## src/rtl/boreal_mem_arbiter.sv

```systemverilog
// Round-robin arbiter for port B of the Boreal weight/LUT memory.
// It arbitrates between the host configuration path and the learning engine, and returns reads with a fixed 2-edge latency.
module boreal_mem_arbiter #(
  parameter int ADDR_WIDTH = 10,
  parameter int DATA_WIDTH = 32,
  parameter int CNT_WIDTH  = 16
) (
  input  logic                  clk,
  input  logic                  rst,
  input  logic                  h_req,
  input  logic                  h_we,
  input  logic [ADDR_WIDTH-1:0] h_addr,
  input  logic [DATA_WIDTH-1:0] h_wdata,
  output logic                  h_gnt,
  output logic                  h_rvalid,
  output logic [DATA_WIDTH-1:0] h_rdata,
  input  logic                  l_req,
  input  logic                  l_we,
  input  logic [ADDR_WIDTH-1:0] l_addr,
  input  logic [DATA_WIDTH-1:0] l_wdata,
  output logic                  l_gnt,
  output logic                  l_rvalid,
  output logic [DATA_WIDTH-1:0] l_rdata,
  input  logic                  learn_en,
  output logic                  mem_we_b,
  output logic [ADDR_WIDTH-1:0] mem_addr_b,
  output logic [DATA_WIDTH-1:0] mem_din_b,
  input  logic [DATA_WIDTH-1:0] mem_dout_b,
  output logic [CNT_WIDTH-1:0]  contention_cnt
);

  typedef enum logic {
    OWN_HOST  = 1'b0,
    OWN_LEARN = 1'b1
  } owner_e;

  typedef struct packed {
    logic   valid;
    owner_e owner;
  } tag_t;

  logic                  h_elig;
  logic                  l_elig;
  logic                  both_elig;
  logic                  accept;
  owner_e                winner;
  logic                  win_we;
  logic [ADDR_WIDTH-1:0] win_addr;
  logic [DATA_WIDTH-1:0] win_wdata;
  owner_e                last_gnt;
  tag_t                  tag_issue;
  tag_t                  tag_ret;

  // NOTE: every combinational output gets a default first, so no path can infer a latch.
  always_comb begin
    h_elig    = h_req;
    l_elig    = l_req & learn_en;
    both_elig = h_elig & l_elig;
    // When both requesters are eligible, the one that did not win last time gets the grant.
    h_gnt     = !rst && h_elig && (!l_elig || (last_gnt == OWN_LEARN));
    l_gnt     = !rst && l_elig && (!h_elig || (last_gnt == OWN_HOST));
    accept    = h_gnt | l_gnt;
    winner    = OWN_HOST;
    win_we    = h_we;
    win_addr  = h_addr;
    win_wdata = h_wdata;
    if (l_gnt) begin
      winner    = OWN_LEARN;
      win_we    = l_we;
      win_addr  = l_addr;
      win_wdata = l_wdata;
    end
  end

  // NOTE: sequential state uses non-blocking assignments only, so all registers update together at the edge.
  always_ff @(posedge clk) begin
    if (rst) begin
      last_gnt       <= OWN_LEARN;
      mem_we_b       <= 1'b0;
      mem_addr_b     <= '0;
      mem_din_b      <= '0;
      tag_issue      <= '{valid: 1'b0, owner: OWN_HOST};
      tag_ret        <= '{valid: 1'b0, owner: OWN_HOST};
      contention_cnt <= '0;
    end else begin
      mem_we_b <= 1'b0;
      if (accept) begin
        last_gnt   <= winner;
        mem_we_b   <= win_we;
        mem_addr_b <= win_addr;
        mem_din_b  <= win_wdata;
      end
      // Only reads launch a valid tag. The tag then follows the memory's one-cycle read register.
      tag_issue <= '{valid: accept & ~win_we, owner: winner};
      tag_ret   <= tag_issue;
      if (both_elig && (contention_cnt != '1)) begin
        contention_cnt <= contention_cnt + CNT_WIDTH'(1);
      end
    end
  end

  always_comb begin
    h_rvalid = tag_ret.valid && (tag_ret.owner == OWN_HOST);
    l_rvalid = tag_ret.valid && (tag_ret.owner == OWN_LEARN);
    h_rdata  = mem_dout_b;
    l_rdata  = mem_dout_b;
  end

endmodule

```

## config.mk

```make
export PLATFORM = sky130hd
export DESIGN_NAME = boreal_mem_arbiter
export DESIGN_NICKNAME = d
export VERILOG_FILES = /design/src/rtl/boreal_mem_arbiter.sv
export SDC_FILE = /design/constraint.sdc
export NUM_CORES = 1
export LEC_CHECK = 0
export BUFFER_PORTS_ARGS = -buffer_cell sky130_fd_sc_hd__buf_2
export CAP_MARGIN = 20
export CORE_ASPECT_RATIO = 0.9
export CORE_UTILIZATION = 37
export CTS_CLUSTER_DIAMETER = 200
export DETAILED_ROUTE_END_ITERATION = 7
export MAX_ROUTING_LAYER = met4
export PLACE_DENSITY = 0.74
export REMOVE_ABC_BUFFERS = 1
export SLEW_MARGIN = 20
export SYNTH_ARGS = -nofsm -noshare
export SYNTH_HDL_FRONTEND = slang
export SYNTH_SLANG_ARGS = --single-unit
```

## constraint.sdc

```tcl
create_clock -name clk -period 2.5 [get_ports clk]
set_input_delay 0.375 -clock clk [delete_from_list [all_inputs] [get_ports clk]]
set_output_delay 0.375 -clock clk [all_outputs]
set_load 0.03 [all_outputs]
```

==> impl_metrics.toml <==
[outcome]
status = "finished, final reports clean"

[worst_hold_path]
hold_path.class = "input pin to flip-flop"

[clocking]
clockBufferDepth = 2
htreeDepth = 3
postCtsHoldBufs = 0
root_buffer = "clkbuf_8"
cts_tree = "done"
numClockSinks = 64
post-cts-setup-buffer-count = 0
clk_pin_slew_worst_paths_ns = 0.07
clk_latency_ns = 0.33
cts_resized = 0
cts_buffers = 9

[timing]
rsz0062_at_grt = "no"
max_freq_mhz = 529.1
max_slew_margin = 0.5433
hold_violations = 0
clock_skew_ns = 0.005348
fin_crit_sh = 0.7560
setup_ws_ns = 0.6099
maxSlewViolCount = 0
worstMarginPinSlew_ns = 0.6850
final-setup-viol-count = 0
holdWs_ns = 0.2456
min_period_ns = 1.890

[layout]
final_layout_size_suffix_gt1_frac = 0.3987
insertedDiodeCount = 0
layout_commonest_cell = "buf_2"
area_growth_syn_to_layout_pct = 15.70
final_nets = 584
final_cell_mix = "buf_2 (153), dfxtp_1 (64), nor2_1 (49), a211oi_1 (44), mux2i_1 (43)"

[route]
antenna_left = 0
dr.max_layer_used = "met4"
wl_met1_mm = 4.295
routedWlPerCell_um = 18.01
num_vias = 3006
wl_mm = 10.56
met2_wirelength_mm = 4.398
drc = 0
routed_via_density = 5.130
met3WireLength_mm = 1.810
drtIter0Drc = 97
first_pass_iters = 4

[yosys]
yosys_register_bits = 64
synth-edff-count = 0
yosysWarnings = 0
yosys.area.top_type = "dfxtp_1"
syn_inst = 381
synth_ff_type = "dfxtp_1"
synth_cell_types = 41
yosys.area.top_type_share = 0.3722
postSynthAreaPerCell_sq_um = 9.034
ys_seq_area_frac = 0.3722
syn-cell-area_sq_um = 3442
synth_area_leaders = "dfxtp_1 (37%), buf_4 (15%), mux2i_1 (13%), a211oi_1 (9.6%), nor2_1 (5.3%)"
synthArstFlopShare = 0

[worst_setup_path]
crit_type = "flip-flop to output port"
worstPathMaxFanout = 26
cp-start-kind = "flip-flop"
required_ns = 2.12
worst_ep_arrival_time_ns = 1.52
endpoint_kind = "output port"

[grt]
antenna_found_initial = 0
grt_max_degree = 70
grt_usage = 0.2144
overflow = 0
grt_pass1_wl_mm = 14.95
grt_pass1_vias = 2657

[power_and_ir_drop]
p_leak_uw = 0.002037
powerDensity_nw_per_um2 = 597.3
peakVddDrop_mv = 0.2390
p_total_uw = 2379

[floorplanning]
ioPinCount = 250
die-area_sq_um = 9693
coreArea_sq_um = 9084
initial_core_util = 0.3789
std_cell_rows = 33
die_x_um = 103.7
die_y_um = 93.50

[flow_run]
cap_violations = 0

[placed_design]
place_congestion = 0.8611
io_buffers = 153
hpwl_mm = 8.272
post-place-ws_ns = 0.4282
-- synthesized netlist by cell type (all sizes together), types with 2 or more instances --
| master | instances |
|---|---|
| mux2 | 6 |
| nand2b | 3 |
| a211oi | 44 |
| or3 | 6 |
| nor3 | 3 |
| o31ai | 3 |
| nand3 | 4 |
| and4 | 2 |
| nand2 | 7 |
| mux2i | 43 |
| o21ai | 7 |
| nor2 | 49 |
| or4 | 2 |
| nor2b | 10 |
| a21oi | 12 |
| nand4 | 7 |
| dfxtp | 64 |
| clkbuf | 14 |
| buf | 75 |
| inv | 6 |
| and2 | 5 |
-- cell type report --
cell class,instances,area [sq um]
Clock buffer,11,141.4
Clock inverter,4,45.04
Fill cell,905,5101
Tap cell,122,152.6
Multi-Input combinational cell,222,1544
Sequential cell,64,1281
Timing Repair Buffer,157,795.8
Inverter,6,22.52
-- per-layer routing --
| layer | track usage | vias up |
|---|---|---|
| li1 | - | 1439 |
| met1 | 0.2391 | 1368 |
| met2 | 0.2947 | 195 |
| met3 | 0.1742 | 4 |
| met4 | 0.04286 | 0 |
| met5 | - | - |
-- power by group --
part | leakage [uW] | switching, uW | internal (uW)
Combinational | 0.00141 | 243 | 160
Sequential | 0.000524 | 31.2 | 1080
Clock | 0.0000989 | 391 | 478
Total | 0.00204 | 665 | 1710
-- cells by family after synthesis --
kind of cell,share of synthesized area
AOI/OAI and AO/OA,0.1421
adders and majority gates,0.003634
buffers and inverters,0.1825
DFF,0.3722
muxes,0.1447
and+or+nand+nor,0.1549
-- stage by stage --
stage               instance area (sq um)  TNS, ns  utilization  std cells
floorplan                            2836   -59.88            -        292
global placement                     3796        0       0.4179        571
detailed placement                   3796        0       0.4179        571
CTS                                  3983        0       0.4384        586
global route                         3983        0       0.4384        586
finish                               3983        0       0.4384        586
-- worst max-delay path: stages (launching register included) --
cell and delay [ns]:
dfxtp_1 0.36, a211o_2 0.48, inv_1 0.14, buf_2 0.21
-- state kept, by name, summed over array words and instances (netlist names) --
| signal | flops |
|---|---|
| mem_we_b | 1 |
| mem_din_b | 32 |
| mem_addr_b | 10 |
| tag_issue | 2 |
| last_gnt | 1 |
| tag_ret | 2 |
| contention_cnt | 16 |
-- final timing paths --
| kind | from | end | slack [ns] | depth (start not counted) |
|---|---|---|---|---|
| max | last_gnt | l_gnt | 0.61 | 3 |
| min | h_we | tag_issue[1] | 0.25 | 2 |
| max reg2reg | last_gnt | mem_din_b[2] | 0.62 | 4 |
| min reg2reg | tag_issue[0] | tag_ret[0] | 0.44 | 1 |
No activity file was read; power rests on OpenSTA's default activity.
